`src/rtl/phy_tx_pkg.sv`:
```
// Shared definitions for the PHY transmit scheduler: link state encoding,
// default control characters and the lane count.
package phy_tx_pkg;

  localparam int unsigned NUM_LANES = 4;

  localparam logic [7:0] COM_CHAR_DEF  = 8'hBC;
  localparam logic [7:0] IDLE_CHAR_DEF = 8'h7C;

  typedef enum logic [1:0] {
    ST_IDLE   = 2'd0,
    ST_TRAIN  = 2'd1,
    ST_ACTIVE = 2'd2,
    ST_DRAIN  = 2'd3
  } state_e;

endpackage

```
`src/rtl/lane_fifo.sv`:
```
// Per-lane synchronous FIFO.
// Ports: clk, reset (async active-low), flush (sync clear, wins over push),
//        push/din, pop/dout (show-ahead head), full, empty.
// Pointers carry one extra wrap bit; full = wrap bits differ, index bits equal.
module lane_fifo #(
  parameter int unsigned DEPTH = 4,
  parameter int unsigned WIDTH = 8
) (
  input  logic             clk,
  input  logic             reset,
  input  logic             flush,
  input  logic             push,
  input  logic [WIDTH-1:0] din,
  input  logic             pop,
  output logic [WIDTH-1:0] dout,
  output logic             full,
  output logic             empty
);

  localparam int unsigned AW = $clog2(DEPTH);

  logic [WIDTH-1:0] mem [DEPTH];
  logic [AW:0]      wr_q, rd_q;

  assign empty = (wr_q == rd_q);
  assign full  = (wr_q[AW] != rd_q[AW]) && (wr_q[AW-1:0] == rd_q[AW-1:0]);
  assign dout  = mem[rd_q[AW-1:0]];

  always_ff @(posedge clk or negedge reset) begin
    if (!reset) begin
      wr_q <= '0;
      rd_q <= '0;
    end else if (flush) begin
      wr_q <= '0;
      rd_q <= '0;
    end else begin
      if (push && !full) wr_q <= wr_q + (AW+1)'(1);
      if (pop && !empty) rd_q <= rd_q + (AW+1)'(1);
    end
  end

  always_ff @(posedge clk) begin
    if (push && !full && !flush) mem[wr_q[AW-1:0]] <= din;
  end

endmodule

```
`src/rtl/phy_tx_scheduler.sv`:
```
// 4-lane PHY transmit scheduler: per-lane FIFOs, link FSM (IDLE/TRAIN/ACTIVE/DRAIN),
// round-robin lane arbitration and a single output register toward the serializer.
// Ports: clk, reset (async active-low), link_en, data_inN/valid_inN/ready_outN lane
//        inputs, tx_ready/tx_data/tx_valid/tx_is_k/tx_lane serializer side,
//        active (registered ACTIVE flag), state (link state).
module phy_tx_scheduler
  import phy_tx_pkg::*;
#(
  parameter int unsigned FIFO_DEPTH = 4,
  parameter int unsigned TRAIN_LEN  = 8,
  parameter logic [7:0]  COM_CHAR   = COM_CHAR_DEF,
  parameter logic [7:0]  IDLE_CHAR  = IDLE_CHAR_DEF
) (
  input  logic       clk,
  input  logic       reset,
  input  logic       link_en,
  input  logic [7:0] data_in0,
  input  logic [7:0] data_in1,
  input  logic [7:0] data_in2,
  input  logic [7:0] data_in3,
  input  logic       valid_in0,
  input  logic       valid_in1,
  input  logic       valid_in2,
  input  logic       valid_in3,
  output logic       ready_out0,
  output logic       ready_out1,
  output logic       ready_out2,
  output logic       ready_out3,
  input  logic       tx_ready,
  output logic [7:0] tx_data,
  output logic       tx_valid,
  output logic       tx_is_k,
  output logic [1:0] tx_lane,
  output logic       active,
  output logic [1:0] state
);

  localparam int unsigned CW = $clog2(TRAIN_LEN + 1);

  state_e         state_q, state_d;
  logic [CW-1:0]  cnt_q, cnt_d;
  logic [1:0]     ptr_q, ptr_d;
  logic [7:0]     data_q, data_d;
  logic           valid_q, valid_d, k_q, k_d, active_q;
  logic [1:0]     lane_q, lane_d;

  logic [7:0]           din  [NUM_LANES];
  logic [7:0]           dout [NUM_LANES];
  logic [NUM_LANES-1:0] vin, rdy, push, pop, full, empty;
  logic                 accepting, flush, load_en, accept;
  logic                 grant_valid;
  logic [1:0]           grant_lane, idx;

  assign din = '{data_in0, data_in1, data_in2, data_in3};
  assign vin = {valid_in3, valid_in2, valid_in1, valid_in0};
  assign {ready_out3, ready_out2, ready_out1, ready_out0} = rdy;

  assign accepting = (state_q == ST_TRAIN) || (state_q == ST_ACTIVE);
  // Leaving TRAIN on link drop discards anything already queued.
  assign flush     = (state_q == ST_TRAIN) && !link_en;
  assign load_en   = !valid_q || tx_ready;
  assign accept    = valid_q && tx_ready;

  for (genvar i = 0; i < NUM_LANES; i++) begin : g_lane
    assign rdy[i]  = !full[i] && accepting;
    assign push[i] = vin[i] && rdy[i];
    lane_fifo #(
      .DEPTH (FIFO_DEPTH),
      .WIDTH (8)
    ) u_fifo (
      .clk   (clk),
      .reset (reset),
      .flush (flush),
      .push  (push[i]),
      .din   (din[i]),
      .pop   (pop[i]),
      .dout  (dout[i]),
      .full  (full[i]),
      .empty (empty[i])
    );
  end

  // Round-robin: search from the lane after the last grant, wrapping back to it last.
  always_comb begin
    grant_valid = 1'b0;
    grant_lane  = ptr_q;
    idx         = '0;
    for (int unsigned k = 1; k <= NUM_LANES; k++) begin
      idx = ptr_q + 2'(k);
      if (!grant_valid && !empty[idx]) begin
        grant_valid = 1'b1;
        grant_lane  = idx;
      end
    end
  end

  always_comb begin
    state_d = state_q;
    cnt_d   = cnt_q;
    ptr_d   = ptr_q;
    pop     = '0;
    valid_d = valid_q;
    data_d  = data_q;
    k_d     = k_q;
    lane_d  = lane_q;
    // A free register takes a bubble unless a state below loads a beat.
    if (load_en) begin
      valid_d = 1'b0;
      data_d  = 8'h00;
      k_d     = 1'b0;
      lane_d  = 2'd0;
    end
    unique case (state_q)
      ST_IDLE: begin
        if (link_en) begin
          state_d = ST_TRAIN;
          cnt_d   = '0;
        end
      end
      ST_TRAIN: begin
        if (!link_en) begin
          state_d = ST_IDLE;
        end else begin
          cnt_d = cnt_q + CW'(accept && k_q);
          // Only issue COMs that still fit in the training budget, so exactly
          // TRAIN_LEN commas go out before the link turns active.
          if (cnt_d == CW'(TRAIN_LEN)) begin
            state_d = ST_ACTIVE;
          end else if (load_en) begin
            valid_d = 1'b1;
            data_d  = COM_CHAR;
            k_d     = 1'b1;
          end
        end
      end
      ST_ACTIVE, ST_DRAIN: begin
        if (state_q == ST_ACTIVE && !link_en) state_d = ST_DRAIN;
        if (state_q == ST_DRAIN && link_en)   state_d = ST_ACTIVE;
        if (load_en) begin
          if (grant_valid) begin
            pop[grant_lane] = 1'b1;
            valid_d         = 1'b1;
            data_d          = dout[grant_lane];
            lane_d          = grant_lane;
            ptr_d           = grant_lane;
          end else if (state_q == ST_ACTIVE || link_en) begin
            valid_d = 1'b1;
            data_d  = IDLE_CHAR;
            k_d     = 1'b1;
          end else begin
            // Draining, all lanes empty and the last beat leaves this edge.
            state_d = ST_IDLE;
          end
        end
      end
    endcase
  end

  always_ff @(posedge clk or negedge reset) begin
    if (!reset) begin
      state_q  <= ST_IDLE;
      cnt_q    <= '0;
      ptr_q    <= 2'd3;
      valid_q  <= 1'b0;
      data_q   <= 8'h00;
      k_q      <= 1'b0;
      lane_q   <= 2'd0;
      active_q <= 1'b0;
    end else begin
      state_q  <= state_d;
      cnt_q    <= cnt_d;
      ptr_q    <= ptr_d;
      valid_q  <= valid_d;
      data_q   <= data_d;
      k_q      <= k_d;
      lane_q   <= lane_d;
      active_q <= (state_d == ST_ACTIVE);
    end
  end

  assign tx_valid = valid_q;
  assign tx_data  = data_q;
  assign tx_is_k  = k_q;
  assign tx_lane  = lane_q;
  assign active   = active_q;
  assign state    = state_q;

endmodule
```
`config.mk`:
```
export PLATFORM = sky130hd
export DESIGN_NAME = phy_tx_scheduler
export DESIGN_NICKNAME = d
export VERILOG_FILES = /design/src/rtl/phy_tx_pkg.sv /design/src/rtl/lane_fifo.sv /design/src/rtl/phy_tx_scheduler.sv
export SDC_FILE = /design/constraint.sdc
export NUM_CORES = 1
export LEC_CHECK = 0
export ABC_AREA = 1
export CORE_MARGIN = 1
export CORE_UTILIZATION = 40
export DETAILED_ROUTE_END_ITERATION = 16
export PLACE_DENSITY = 0.54
export SETUP_SLACK_MARGIN = 0.02
export SYNTH_ARGS = -nofsm -noshare
export SYNTH_HDL_FRONTEND = slang
export SYNTH_HIERARCHICAL = 1
export SYNTH_SLANG_ARGS = --single-unit
```
`constraint.sdc`:
```
create_clock -name clk -period 3 [get_ports clk]
set_input_delay 0.6 -clock clk [delete_from_list [all_inputs] [get_ports clk]]
set_output_delay 0.6 -clock clk [all_outputs]
set_load 0.005 [all_outputs]
```
==> impl_metrics.toml, run 1 <==
[power_and_ir_drop]
leakage_nw = 4.157
irDropWorstVdd_v = 0.0005845
powerDensity_nw_per_um2 = 1061

[yosys]
synth_flop_cell = "edfxtp_1"
synth_area_leaders = "edfxtp_1 45%, dfrtp_1 13%, nand2_1 5.6%, nor2_1 4.9%, ha_1 3.8%"
async_flop_share_pct = 26.01
syn_nets = 903
syn_area_per_cell_um2 = 10.24
synth_fa_ha_area_share_pct = 3.797
post_synth_xor_area_fraction_pct = 1.913
synth_cell_types = 37
synth_seq_area_share_pct = 58.04
syn_inst = 837
netlist_area_um2 = 8567
yosysTopAreaCell = "edfxtp_1"
synth_top_family_by_area = "simple AND/OR/NAND/NOR gates"
synth_compound_area_share_pct = 7.930
ys_ff_latch = 173
synth_mux_area_share_pct = 0
synth_simple_gate_area_share_pct = 21.86
ys_warn_count = 6
synth_top_area_share_pct = 44.87
synth-edff-count = 128

[critical_path]
cp.required_ps = 2400
path_cells = "inv_1 > ha_1 > inv_1 > nor2_1 > clkdlybuf4s50_1"
crit_path_frequent_cell = "inv_1"
reg2reg_from = "g_lane[1].u_fifo/wr_q[1]"
cp_max_fo = 8
startpoint = "state[1]"
slowest_stage = "clkdlybuf4s50_1"
path_class = "reg -> out"
slowest_delay_ps = 520
critPathArrivalTime_ps = 2190
endpoint_kind = "output port"
start_kind = "flop"

[floorplanning]
start_util_pct = 40.75
io_pins = 59
design.core.area_um2 = 21020
num_rows = 53
die_w_um = 148.3
die_h_um = 148.3
dieArea_um2 = 22010

[sta]
fin_crit_sh_pct = 93.03
drv_slew = 0
hold_viol_final = 0
fin_skew_ps = 10.20
slew_headroom_pct = 43.88
setup_viol = 0
period_minus_slack_ps = 2791
setup_tns_ps = 0
tightest_slew_ps = 838.7
fmax_mhz = 358.3
rsz0062_at_grt = "false"
holdWs_ps = 73.21

[route]
vias = 6003
drt_iter0_markers = 353
drtPass1Iterations = 5
via_per_inst = 4.990
final_antenna_net_count = 0
wl_per_cell_um = 15.84
drc = 0
drt-total-wl_mm = 19.06

[global_route]
grt-ovfl-total = 0
grt.total_usage_pct = 18.67
grt_pass1_vias = 5779
grt_start_max_net_pins = 32
grt_pass1_wl_mm = 30.79
antenna_found_initial = 0

[clock_tree]
cts-resized-gates = 0
cts_tree = "done"
postCtsHoldBufs = 0
cts_setup_buffers = 0
numCtsBuffers = 17
path_clk_slew_ps = 70
clk-insertion-delay-late_ps = 430
cts.sinks = 173
cts_max_path_buffers = 2
clock-root-buffer = "clkbuf_16"
cts_max_level = 4

[placement]
placed_cells = 1171
gp_congestion = 0.8518
hpwl_mm = 13.33
port_buffers = 58

[layout]
area_growth_pct = 17.76
mostFrequentLayoutCell = "edfxtp_1"
antenna_cells = 0
final_cell_mix = "128 x edfxtp_1, 127 x nand2_1, 111 x nor2_1"
drive_gt1_share_pct = 14.01
fin_nets = 981
layoutNonFillerInstCount = 1203
n_fill_cell = 1956

[hold_path]
min_path_type = "in -> async"

[job]
cap_violations = 0

[status]
status = "completed"
## stage by stage
| step | worst slack [ps] | total power [mW] | utilization [%] | cell area [µm²] |
|---|---|---|---|---|
| after floorplan | 565.6 | 7.029 | - | 8567 |
| after global placement | 199.9 | 8.496 | 45.11 | 9483 |
| after detailed placement | 197.5 | 8.517 | 45.11 | 9483 |
| after CTS | 177.8 | 10.80 | 47.97 | 10080 |
| after global routing | 50.15 | 11.57 | 47.99 | 10090 |
| final | 209.2 | 10.71 | 47.99 | 10090 |
## worst max-delay path: cells and delay by family, from the launching register on
kind                     cells  cell delay (ps)
buffers and inverters        3              840
AND/OR/NAND/NOR              1              220
adder cells (fa/ha/maj)      1              280
flip-flops                   1              410
## state kept, by name, indices dropped and copies added, names as in the netlist, 2 cells and up, named ones only
name and cells:
state 2, g_lane.u_fifo/mem 128, ptr_q 2, cnt_q 4, g_lane.u_fifo/rd_q 12, g_lane.u_fifo/wr_q 12
tx_data 8
## kinds of logic after synthesis
group / after synthesis
AO/OA/AOI/OAI: 125
XOR/XNOR: 14
adder cells (fa/ha/maj): 26
buffers and inverters: 115
flip-flops: 173
AND/OR/NAND/NOR: 384
## synthesized netlist by cell type, types with 5 or more instances
cell type	count
xor2_1	8
buf_6	8
nand2_2	23
nand3_1	56
edfxtp_1	128
o21ai_1	20
a21oi_1	9
inv_1	79
nand2_4	5
dfrtp_1	43
or2_1	8
inv_2	7
o22ai_1	33
buf_2	12
ha_1	26
nor2_1	112
nand4_1	25
nand3_4	5
nand2_1	127
nand3_2	14
o21ai_0	57
## worst paths after layout
check / slack, ps / cells past startpoint / end
worst min-delay path: 70 / 1 / g_lane[0].u_fifo/wr_q[1]
max in group asynchronous: 2120 / 2 / ptr_q[0]
worst max-delay path: 210 / 5 / ready_out0
min in group clk: 500 / 2 / flop
worst max register to register: 270 / 19 / g_lane[3].u_fifo/rd_q[0]
worst min register to register: 500 / 2 / flop
## report_power, final
| part | switching [mW] | internal [mW] |
|---|---|---|
| registers | 0.314 | 3.08 |
| logic | 3.23 | 1.82 |
| clock network | 1.06 | 1.19 |
| total | 4.61 | 6.10 |
## cell type report
class | instances | area (µm²) | area share (%)
Sequential cell | 173 | 4974 | 49.30
Inverter | 89 | 346.6 | 3.435
Clock inverter | 15 | 176.4 | 1.749
Timing Repair Buffer | 85 | 778.2 | 7.714
Clock buffer | 17 | 425.4 | 4.217
Tap cell | 275 | 344.1 | 3.411
Multi-Input combinational cell | 549 | 3044 | 30.17
## metal layers
metal	share of wire, %	track usage [%]	wire length (µm)
met2	47	30.14	9019
met1	48	25.53	9142
met3	3.9	3.773	734
met4	0.83	5.155	159
met5	0	0	0
(Power assumes the default switching activity.)
==> run 2, diff against run 1 <==
ABC_AREA = default   (was 1)
CAP_MARGIN = 30   (was default)
PLACE_DENSITY = default   (was 0.54)
PLACE_DENSITY_LB_ADDON = 0.12   (was default)
==> impl_metrics.toml, run 2 <==
[status]
status = "completed"

[critical_path]
r2r-end = "g_lane[3].u_fifo/rd_q[0]"
reg2reg_depth = 11
worst-path-buf-inv = 2
startpoint = "state[1]"
cp_max_fo = 6
worstSetupPathDepth = 4
reg2reg_setup_slack_ps = 310
endpoint_kind = "output port"
start_kind = "flop"
path_cells = "inv_1 > ha_4 > nor2b_1 > clkdlybuf4s50_1"
setup.worst_path.end = "ready_out2"
slowest_delay_ps = 530
path_class = "reg -> out"
cp.required_ps = 2400
crit_family = "buffers and inverters"
reg2reg_from = "g_lane[0].u_fifo/wr_q[1]"
critPathArrivalTime_ps = 2160
slowest_stage = "clkdlybuf4s50_1"

[placement]
placed_cells = 947
placed_area_um2 = 9614
port_buffers = 58
hpwl_mm = 13.41
gp_congestion = 0.8472

[layout]
area_growth_pct = 21.65
final_cell_mix = "128 x edfxtp_1, 57 x buf_4, 57 x clkdlybuf4s50_1"
antenna_cells = 0
drive_gt1_share_pct = 20.93
stdcell_area_um2 = 10260
fin_nets = 765
layoutNonFillerInstCount = 982
mostFrequentLayoutCell = "edfxtp_1"
largest_register_ffs = 128
n_fill_cell = 1739

[power_and_ir_drop]
power_mw = 11.39
leakage_nw = 3.779
irDropWorstVdd_v = 0.0005432
p_comb_share_pct = 50.2
clockPowerShare_pct = 19.3
power.switching_mw = 4.313
swShare_pct = 37.87
powerDensity_nw_per_um2 = 1110
seqPwrFrac_pct = 30.5
power.internal_mw = 7.075

[sta]
setup_tns_ps = 0
hold_viol_final = 0
rsz0062_at_grt = "false"
tightest_slew_ps = 534.5
slew_headroom_pct = 64.04
holdWs_ps = 94.03
fin_skew_ps = 9.350
drv_slew = 0
fmax_mhz = 362.7
period_minus_slack_ps = 2757
fin_crit_sh_pct = 91.89
setup_viol = 0

[yosys]
synth_area_leaders = "edfxtp_1 46%, dfrtp_1 13%, mux4_2 8.5%, ha_1 3.9%, and2_1 1.3%"
synth_cell_types = 66
ys_ff_latch = 173
synth_seq_area_share_pct = 58.98
yosysTopAreaCell = "edfxtp_1"
yosys-top-cells-count = "128 x edfxtp_1, 43 x dfrtp_1, 32 x mux4_2"
synth_flop_cell = "edfxtp_1"
synth_top_area_share_pct = 45.59
synth-edff-count = 128
syn_inst = 591
syn_nets = 657
synth.most_common_cell = "edfxtp_1"
syn_area_per_cell_um2 = 14.26
async_flop_share_pct = 26.01
ys_warn_count = 6
netlist_area_um2 = 8431

[clock_tree]
postCtsHoldBufs = 0
clock-root-buffer = "clkbuf_16"
cts.sinks = 173
cts_tree = "done"
clk-insertion-delay-late_ps = 420
path_clk_slew_ps = 70
cts_max_path_buffers = 2
numCtsBuffers = 17
cts_max_level = 4

[route]
drt-total-wl_mm = 19.01
via_per_inst = 5.515
vias = 5416
wl_per_cell_um = 19.36
drc = 0
drt_iter0_markers = 336
drtPass1Iterations = 4
final_antenna_net_count = 0

[floorplanning]
die_h_um = 147.2
design.core.area_um2 = 20430
dieArea_um2 = 21660
die_w_um = 147.2
io_pins = 59
start_util_pct = 41.27
num_rows = 52

[global_route]
grt-ovfl-total = 0
grt.total_usage_pct = 18.55
grt_start_max_net_pins = 40
antenna_found_initial = 0
grt_pass1_vias = 5489
grt_pass1_wl_mm = 30.46

[job]
cap_violations = 0

[hold_path]
min_path_type = "in -> async"
run 2: cell count changes in the layout (fill, tap and decap cells not counted), sizes merged, moves of 9 or more:
cell	delta
nand2	-129
nor2	-90
inv	-72
nand3	-62
o21ai	-57
mux4	+35
buf	+32
o22ai	-32
and2	+17
nor2b	+17
and3	+11
nand4	-10
or2	-10
mux2i	+9
run 2: power groups by stage:
stage	sequential, mW	clock (mW)	combinational (mW)
final	3.48	2.19	5.72
after global routing	3.54	2.33	6.23
after CTS	3.48	2.24	5.60
after detailed placement	3.52	0	5.56
after global placement	3.50	0	5.45
after floorplan	3.48	0	3.61
run 2: worst min-delay path by stage:
stage | depth (start not counted) | from | end
after floorplan | 0 | reset | async pin
after global placement | 2 | ptr_q[1] | ptr_q[1]
after detailed placement | 2 | ptr_q[1] | ptr_q[1]
after CTS | 1 | reset | g_lane[0].u_fifo/wr_q[0]
after global routing | 1 | reset | cnt_q[3]
final | 1 | reset | g_lane[0].u_fifo/wr_q[0]
run 2: through the flow:
step	utilization [%]	setup WS [ps]
global route	50.20	79.35
detailed placement	47.06	-199.3
CTS	49.90	57.18
floorplan	-	86.58
finish	50.20	243.3
global placement	47.06	-86.26
run 2: what timing repair did:
item / CTS / global route
setup buffers: 0 / 3
endpoints found under the hold margin: 0 / 0
setup endpoints to repair: 1 / 45
pin swaps: 0 / 1
resized for setup: 1 / 7
run 2: kinds of logic (layout without fill, tap and decap cells):
| kind of cell | Yosys count | after routing | synth area share (%) |
|---|---|---|---|
| xor gates and xnor gates | 25 | 25 | 2.953 |
| AOI/OAI and AO/OA | 108 | 108 | 9.276 |
| muxes | 49 | 49 | 11.22 |
| adders and majority gates | 26 | 26 | 3.859 |
| DFF | 173 | 173 | 58.98 |
| and+or+nand+nor | 162 | 162 | 10.86 |
| buffers and inverters | 48 | 169 | 2.849 |
run 2: worst reg2reg max path, stage by stage (launching register included):
cell and delay [ps]:
dfrtp_1 390, xnor2_1 250, nand2_2 130, nor2_1 270
o21ai_0 210, a31oi_4 320, nand2_1 170, nor2_1 160
buf_4 180, nor3b_1 280, o21ai_0 150, o311ai_1 90
run 2: routing by layer:
layer  routed length (µm)  vias to the layer above  track usage, %
met3                  832                       10           4.472
met4                  193                        0           5.000
li1                     -                     2536               -
met2                 9516                      126           30.47
met5                    0                        -               0
met1                 8470                     2744           24.56
run 2: final cells by class:
type | instances | area, µm² | share of cell area, %
clock inverter | 12 | 140.1 | 1.366
inverter | 20 | 75.07 | 0.7320
multi-input combinational | 370 | 3259 | 31.78
tap | 270 | 337.8 | 3.294
sequential | 173 | 4972 | 48.48
clock buffer | 20 | 436.7 | 4.258
timing repair buffer | 117 | 1035 | 10.09
